`src/rtl/mem_arbiter_if.sv`:
```
// mem_arbiter_if: bundle of every handshake and memory-bus signal around the
// instruction/data memory arbiter.
//   master modport : the side outside the arbiter. It raises the fetch and
//                    data requests and supplies m_rdata (core plus memory).
//   slave modport  : the arbiter itself. It drives the grant, done and read
//                    data of each port, the memory strobes and busy.
// Parameters: AW address width, DW data width.
interface mem_arbiter_if #(
    parameter int AW = 32,
    parameter int DW = 32
);
    // fetch port
    logic          i_req;
    logic [AW-1:0] i_addr;
    logic          i_gnt;
    logic          i_done;
    logic [DW-1:0] i_rdata;
    // data (load/store) port
    logic          d_req;
    logic          d_we;
    logic [AW-1:0] d_addr;
    logic [DW-1:0] d_wdata;
    logic          d_gnt;
    logic          d_done;
    logic [DW-1:0] d_rdata;
    // shared single-port memory
    logic          m_req;
    logic          m_we;
    logic [AW-1:0] m_addr;
    logic [DW-1:0] m_wdata;
    logic [DW-1:0] m_rdata;
    // status
    logic          busy;

    modport master (
        output i_req, i_addr, d_req, d_we, d_addr, d_wdata, m_rdata,
        input  i_gnt, i_done, i_rdata, d_gnt, d_done, d_rdata,
        input  m_req, m_we, m_addr, m_wdata, busy
    );

    modport slave (
        input  i_req, i_addr, d_req, d_we, d_addr, d_wdata, m_rdata,
        output i_gnt, i_done, i_rdata, d_gnt, d_done, d_rdata,
        output m_req, m_we, m_addr, m_wdata, busy
    );
endinterface

```
`src/rtl/mem_arbiter.sv`:
```
// mem_arbiter: shares one single-port memory between the core's
// instruction-fetch port and its data port. One access at a time goes
// through IDLE -> ACCESS -> WAIT (MEM_LAT cycles) -> DONE -> IDLE.
// Ports:
//   clk : rising-edge clock
//   rst : asynchronous active-high reset
//   bus : mem_arbiter_if.slave. It carries the fetch port (i_*), the data
//         port (d_*), the memory port (m_*) and busy.
// Parameters: AW, DW (these must match the interface), and MEM_LAT. MEM_LAT
// is the number of cycles from m_req to valid m_rdata and must be >= 1.
// Optional feature: define ARB_ROUND_ROBIN_EN to resolve conflicts in favour
// of the port that was not served last. When it is undefined, data always
// beats fetch.
module mem_arbiter #(
    parameter int AW      = 32,
    parameter int DW      = 32,
    parameter int MEM_LAT = 1
) (
    input  logic          clk,
    input  logic          rst,
    mem_arbiter_if.slave  bus
);
    localparam int CW = $clog2(MEM_LAT + 1);

    typedef enum logic [1:0] {S_IDLE, S_ACCESS, S_WAIT, S_DONE} state_t;

    state_t        state_q, state_d;
    logic          owner_q, owner_d;      // 1 = data port, 0 = fetch port
    logic          we_q, we_d;
    logic [AW-1:0] addr_q, addr_d;
    logic [DW-1:0] wdata_q, wdata_d;
    logic [CW-1:0] cnt_q, cnt_d;
    logic [DW-1:0] i_rdata_q, i_rdata_d;
    logic [DW-1:0] d_rdata_q, d_rdata_d;
    logic          pick_d;                // the data port wins this IDLE cycle

`ifdef ARB_ROUND_ROBIN_EN
    logic          ptr_q, ptr_d;          // last served: 1 = data, 0 = fetch

    always_ff @(posedge clk or posedge rst) begin
        if (rst) ptr_q <= 1'b0;
        else     ptr_q <= ptr_d;
    end

    // On a conflict, the port that was not served last wins.
    always_comb begin
        pick_d = bus.d_req && (!bus.i_req || !ptr_q);
    end
`else
    always_comb begin
        pick_d = bus.d_req;
    end
`endif

    always_ff @(posedge clk or posedge rst) begin
        if (rst) begin
            state_q   <= S_IDLE;
            owner_q   <= 1'b0;
            we_q      <= 1'b0;
            addr_q    <= '0;
            wdata_q   <= '0;
            cnt_q     <= '0;
            i_rdata_q <= '0;
            d_rdata_q <= '0;
        end else begin
            state_q   <= state_d;
            owner_q   <= owner_d;
            we_q      <= we_d;
            addr_q    <= addr_d;
            wdata_q   <= wdata_d;
            cnt_q     <= cnt_d;
            i_rdata_q <= i_rdata_d;
            d_rdata_q <= d_rdata_d;
        end
    end

    always_comb begin
        state_d     = state_q;
        owner_d     = owner_q;
        we_d        = we_q;
        addr_d      = addr_q;
        wdata_d     = wdata_q;
        cnt_d       = cnt_q;
        i_rdata_d   = i_rdata_q;
        d_rdata_d   = d_rdata_q;
`ifdef ARB_ROUND_ROBIN_EN
        ptr_d       = ptr_q;
`endif
        bus.i_gnt   = 1'b0;
        bus.i_done  = 1'b0;
        bus.d_gnt   = 1'b0;
        bus.d_done  = 1'b0;
        bus.m_req   = 1'b0;
        bus.m_we    = 1'b0;
        bus.m_addr  = '0;
        bus.m_wdata = '0;
        bus.i_rdata = i_rdata_q;
        bus.d_rdata = d_rdata_q;
        bus.busy    = (state_q != S_IDLE);

        case (state_q)
            S_IDLE: begin
                if (bus.i_req || bus.d_req) begin
                    owner_d = pick_d;
                    addr_d  = pick_d ? bus.d_addr : bus.i_addr;
                    we_d    = pick_d && bus.d_we;          // fetches never write
                    wdata_d = pick_d ? bus.d_wdata : '0;
                    state_d = S_ACCESS;
                end
            end
            S_ACCESS: begin
                bus.m_req   = 1'b1;
                bus.m_we    = we_q;
                bus.m_addr  = addr_q;
                bus.m_wdata = wdata_q;
                bus.i_gnt   = !owner_q;
                bus.d_gnt   = owner_q;
                cnt_d       = CW'(MEM_LAT);
`ifdef ARB_ROUND_ROBIN_EN
                ptr_d       = owner_q;
`endif
                state_d     = S_WAIT;
            end
            S_WAIT: begin
                cnt_d = cnt_q - CW'(1);
                // A count of 1 marks the cycle in which m_rdata is valid.
                if (cnt_q == CW'(1)) begin
                    if (!we_q) begin
                        if (owner_q) d_rdata_d = bus.m_rdata;
                        else         i_rdata_d = bus.m_rdata;
                    end
                    state_d = S_DONE;
                end
            end
            S_DONE: begin
                bus.i_done = !owner_q;
                bus.d_done = owner_q;
                state_d    = S_IDLE;
            end
            default: state_d = S_IDLE;
        endcase
    end
endmodule

```
`src/flat_wrapper.sv`:
```
// flat-port wrapper written by rule: the top's interface ports become plain ports
module mem_arbiter_flat 
#(
    parameter int AW      = 32,
    parameter int DW      = 32,
    parameter int MEM_LAT = 1
)
  (clk, rst, bus_i_req, bus_i_addr, bus_d_req, bus_d_we, bus_d_addr, bus_d_wdata, bus_m_rdata, bus_i_gnt, bus_i_done, bus_i_rdata, bus_d_gnt, bus_d_done, bus_d_rdata, bus_m_req, bus_m_we, bus_m_addr, bus_m_wdata, bus_busy);
  mem_arbiter_if #(.AW(AW), .DW(DW)) bus_i ();
  input  logic clk;
  input  logic rst;
  input wire logic [$bits(bus_i.i_req)-1:0] bus_i_req;
  input wire logic [$bits(bus_i.i_addr)-1:0] bus_i_addr;
  input wire logic [$bits(bus_i.d_req)-1:0] bus_d_req;
  input wire logic [$bits(bus_i.d_we)-1:0] bus_d_we;
  input wire logic [$bits(bus_i.d_addr)-1:0] bus_d_addr;
  input wire logic [$bits(bus_i.d_wdata)-1:0] bus_d_wdata;
  input wire logic [$bits(bus_i.m_rdata)-1:0] bus_m_rdata;
  output wire logic [$bits(bus_i.i_gnt)-1:0] bus_i_gnt;
  output wire logic [$bits(bus_i.i_done)-1:0] bus_i_done;
  output wire logic [$bits(bus_i.i_rdata)-1:0] bus_i_rdata;
  output wire logic [$bits(bus_i.d_gnt)-1:0] bus_d_gnt;
  output wire logic [$bits(bus_i.d_done)-1:0] bus_d_done;
  output wire logic [$bits(bus_i.d_rdata)-1:0] bus_d_rdata;
  output wire logic [$bits(bus_i.m_req)-1:0] bus_m_req;
  output wire logic [$bits(bus_i.m_we)-1:0] bus_m_we;
  output wire logic [$bits(bus_i.m_addr)-1:0] bus_m_addr;
  output wire logic [$bits(bus_i.m_wdata)-1:0] bus_m_wdata;
  output wire logic [$bits(bus_i.busy)-1:0] bus_busy;
  assign bus_i.i_req = bus_i_req;
  assign bus_i.i_addr = bus_i_addr;
  assign bus_i.d_req = bus_d_req;
  assign bus_i.d_we = bus_d_we;
  assign bus_i.d_addr = bus_d_addr;
  assign bus_i.d_wdata = bus_d_wdata;
  assign bus_i.m_rdata = bus_m_rdata;
  assign bus_i_gnt = bus_i.i_gnt;
  assign bus_i_done = bus_i.i_done;
  assign bus_i_rdata = bus_i.i_rdata;
  assign bus_d_gnt = bus_i.d_gnt;
  assign bus_d_done = bus_i.d_done;
  assign bus_d_rdata = bus_i.d_rdata;
  assign bus_m_req = bus_i.m_req;
  assign bus_m_we = bus_i.m_we;
  assign bus_m_addr = bus_i.m_addr;
  assign bus_m_wdata = bus_i.m_wdata;
  assign bus_busy = bus_i.busy;
  mem_arbiter #(.AW(AW), .DW(DW), .MEM_LAT(MEM_LAT)) u_core (.clk(clk), .rst(rst), .bus(bus_i));
endmodule
```
`config.mk`:
```
export PLATFORM = sky130hd
export DESIGN_NAME = mem_arbiter_flat
export DESIGN_NICKNAME = d
export VERILOG_FILES = /design/src/rtl/mem_arbiter_if.sv /design/src/rtl/mem_arbiter.sv /design/src/flat_wrapper.sv
export SDC_FILE = /design/constraint.sdc
export NUM_CORES = 1
export LEC_CHECK = 0
export CAP_MARGIN = 40
export CORE_MARGIN = 1.5
export CORE_UTILIZATION = 40
export CTS_BUF_LIST = sky130_fd_sc_hd__clkbuf_16
export CTS_CLUSTER_SIZE = 10
export DETAILED_ROUTE_END_ITERATION = 8
export PLACE_DENSITY_LB_ADDON = 0.05
export SETUP_SLACK_MARGIN = 0.02
export SLEW_MARGIN = 20
export SYNTH_ARGS = -nofsm -noshare
export SYNTH_HDL_FRONTEND = slang
export SYNTH_SLANG_ARGS = --single-unit
```
`constraint.sdc`:
```
create_clock -name clk -period 11.75 [get_ports clk]
set_input_delay 1.7625 -clock clk [delete_from_list [all_inputs] [get_ports clk]]
set_output_delay 1.7625 -clock clk [all_outputs]
set_load 0.02 [all_outputs]
```
==> out/qor.yml <==
run_status: "finished clean"
worst-slew-pin-transition_ns: 0.732
ir_worst_vdd_uv: 127
netSwitchingPower_mw: 0.899
finalWeightedCongestion: 0.775
grt_max_degree: 73
synthTopCellsByArea: "sky130_fd_sc_hd__dfrtp_1 (57%), sky130_fd_sc_hd__mux2_2 (12%), sky130_fd_sc_hd__and2_1 (7.1%)"
stdcell_area_um2: 9340
sw_frac_of_total_pct: 35.4
number_of_global_route_vias_before_repair: 4845
die-height_um: 124
timing.final.crit_share_pct: 35.2
worst_hold_check_path_type: "reg -> reg"
final_antenna_net_count: 0
global_route_wire_length_before_repair_um: 24800
timing.final.hold_violations: 0
number_of_sinks_on_the_clock_net: 133
power.combinational.fraction_pct: 45.1
finalNetCount: 916
rsz_0062_raised_after_global_routing: "false"
worstSkewPairLatency_ns: 0.42
setup_tns_ns: 0
seq_power_share_pct: 32.5
cp-start-kind: "flop"
finish.utilization_pct: 64.8
drt_first_iter_violations: 190
post_synth_inst_count: 519
power-per-cell-area_nw_per_um2: 272
fillCellCount: 1147
timing.final.crit_period_ns: 4.13
max_stage_delay_ns: 0.64
worstPathArrival_ns: 2.37
netlist_area_before_placement_um2: 5880
ctsHoldBuffers: 0
clock_power_share_pct: 22.4
ctsRootBufferMaster: "sky130_fd_sc_hd__clkbuf_16"
ctsHtreeMaxLevel: 4
internal-power_mw: 1.64
antenna_cells: 0
drc: 0
effective_utilization_at_floorplan_pct: 40.8
congestion_overflow_gr: 0
required_ns: 9.99
max_slew_margin_pct: 51.2
detailed_place_hpwl_um: 11100
floorplan.die_area_um2: 15400
synthesis.yosys.warnings: 0
io_pins: 268
tritoncts: "built"
antenna_found_initial: 0
maxCapViolations: 0
drt-wirelength-per-cell_um: 15.9
buffers_inserted_during_post_cts_setup_optimization: 0
cpLargestDelayFamily: "buffers and inverters"
drive_above_1_share_pct: 13.3
placementRows: 44
highest_net_fanout_along_the_worst_path: 54
die_w_um: 124
clock.fmax_ghz: 0.242
synth-seq-cells: 133
portBuffers: 267
power.static_leakage_nw: 4.17
clk_transition_reported_paths_ns: 0.06
track_usage_pct: 20.5
post-synth-top-area-fraction_pct: 56.6
number_of_buffers_created_by_cts: 17
via_per_inst: 4.82
cts.repair.resized: 0
path_class: "reg -> out"
timing.critical_path.cells: "inv_1, ha_2, buf_12, and2_1, clkdlybuf4s50_1"
ys_types: 23
finalSetupViolCount: 0
finalClockSkew_ns: 0.00656
synth_sequential_area_ratio_pct: 56.6
instance_area_after_placement_um2: 8710
cts_buffer_depth: 2
core_area_um2: 14400
endpoint_kind: "primary output"
first_pass_iters: 5
layout-area-overhead-vs-synth_pct: 58.9
timing.critical_path.slowest_stage_cell: "sky130_fd_sc_hd__clkdlybuf4s50_1"
critical_path_buffer_and_inverter_count: 3
routed-via-count: 4700
drv_slew: 0
postSynthNetCount: 657
synth_largest_area_cell: "sky130_fd_sc_hd__dfrtp_1"
syn-mean-instance-area_um2: 11.3
routed_wl_um: 15500
layout by cell type, fill, tap and decap left out:
master,Yosys,layout
sky130_fd_sc_hd__mux2_4,2,2
sky130_fd_sc_hd__clkbuf_16,0,17
sky130_fd_sc_hd__and2b_1,2,2
sky130_fd_sc_hd__inv_6,0,1
sky130_fd_sc_hd__buf_2,9,1
sky130_fd_sc_hd__o21ai_4,0,1
sky130_fd_sc_hd__clkinvlp_4,0,2
sky130_fd_sc_hd__mux2i_1,32,32
sky130_fd_sc_hd__nor3b_1,1,1
sky130_fd_sc_hd__buf_4,4,5
sky130_fd_sc_hd__nand3_1,33,33
sky130_fd_sc_hd__nor3_4,1,1
sky130_fd_sc_hd__nand2_1,103,103
sky130_fd_sc_hd__inv_1,5,6
sky130_fd_sc_hd__ha_1,5,4
sky130_fd_sc_hd__mux2_1,2,2
sky130_fd_sc_hd__clkinv_4,0,2
sky130_fd_sc_hd__buf_16,0,1
sky130_fd_sc_hd__clkinv_2,0,1
sky130_fd_sc_hd__dfrtp_1,133,133
sky130_fd_sc_hd__o21ai_0,33,33
sky130_fd_sc_hd__and2_1,67,67
sky130_fd_sc_hd__ha_2,0,1
sky130_fd_sc_hd__o32a_1,1,1
sky130_fd_sc_hd__buf_12,0,2
sky130_fd_sc_hd__clkdlybuf4s50_1,0,266
sky130_fd_sc_hd__nand4b_4,1,1
sky130_fd_sc_hd__bufinv_16,0,5
sky130_fd_sc_hd__inv_4,0,1
sky130_fd_sc_hd__clkinv_1,0,2
sky130_fd_sc_hd__mux2_2,61,61
sky130_fd_sc_hd__a21oi_1,1,1
registers in the layout, summed over array words and instances (netlist names):
name	count
u_core.bus.d_rdata	32
u_core.wdata_q	32
u_core.cnt_q	1
u_core.owner_q	1
u_core.bus.i_rdata	32
u_core.state_q	2
u_core.addr_q	32
u_core.we_q	1
worst paths after layout:
kind	depth (start not counted)	endpoint	slack [ns]	startpoint
worst min-delay path	2	u_core.wdata_q[27]	0.46	u_core.wdata_q[27]
worst max-delay path	5	bus_m_wdata[27]	7.62	u_core.state_q[1]
max in group asynchronous	4	u_core.bus.i_rdata[16]	8.73	rst
worst max register to register	6	u_core.addr_q[19]	9.42	u_core.state_q[0]
min in group asynchronous	2	u_core.bus.d_rdata[13]	1.66	rst
worst min register to register	2	u_core.wdata_q[27]	0.46	u_core.wdata_q[27]
Yosys cell counts, drive strengths merged:
cell and number:
buf 19, ha 5, mux2i 32, and2 67, mux2 65, a21oi 1, clkbuf 16, and2b 2
nand3 33, dfrtp 133, nor3 1, o21ai 34, o32a 1, nand2 103, inv 5, nand4b 1
nor3b 1
worst register-to-register path, delay by kind of cell (launching register included):
| kind | cells | cell delay [ns] |
|---|---|---|
| buffers and inverters | 3 | 1.00 |
| AO/OA/AOI/OAI | 2 | 0.55 |
| flip-flops | 1 | 0.41 |
| adder cells (fa/ha/maj) | 1 | 0.23 |
power groups by stage:
stage               clock network [mW]  registers [mW]  logic [mW]
finish                           0.569           0.825        1.14
global route                     0.601           0.853        1.23
CTS                              0.581           0.826        1.16
detailed placement                   0           0.830        1.16
global placement                     0           0.822        1.13
floorplan                            0           0.937       0.514
per-stage QoR:
step           instances  hold slack [ns]  power [mW]  setup slack (ns)
5_1_grt              975            0.477        2.69              7.47
4_1_cts              975            0.461        2.57              7.57
2_1_floorplan        519            0.430        1.45              6.43
3_5_place_dp         943            0.448        1.99              7.69
3_3_place_gp         940            0.441        1.95              7.74
6_report             975            0.455        2.54              7.62
cell families (layout without fill, tap and decap cells):
group | after synthesis | in the layout | synth area share, %
flops | 133 | 133 | 56.6
compound gates | 36 | 36 | 3.21
mux | 97 | 97 | 18.0
fa+ha+maj | 5 | 5 | 1.06
simple gates | 208 | 208 | 17.6
buf+inv | 40 | 312 | 3.51
area by class of cell:
class | count | area [um^2] | share of cell area (%)
clock buffers | 17 | 425 | 4.55
inverters | 5 | 21.3 | 0.228
flip-flops and latches | 133 | 3330 | 35.6
well taps | 184 | 230 | 2.46
repair buffers | 275 | 2770 | 29.7
clock inverters | 15 | 211 | 2.26
multi-input cells | 346 | 2350 | 25.2
routing by layer:
layer  vias up  wire, um  global-route usage [%]
li1       2239         -                       -
met3        26      1170                    7.46
met1      2249      6420                    24.7
met4         0       323                    8.05
met5         -         0                       0
met2       186      7550                    33.4
Note: power is estimated with default switching activity, not from simulation.
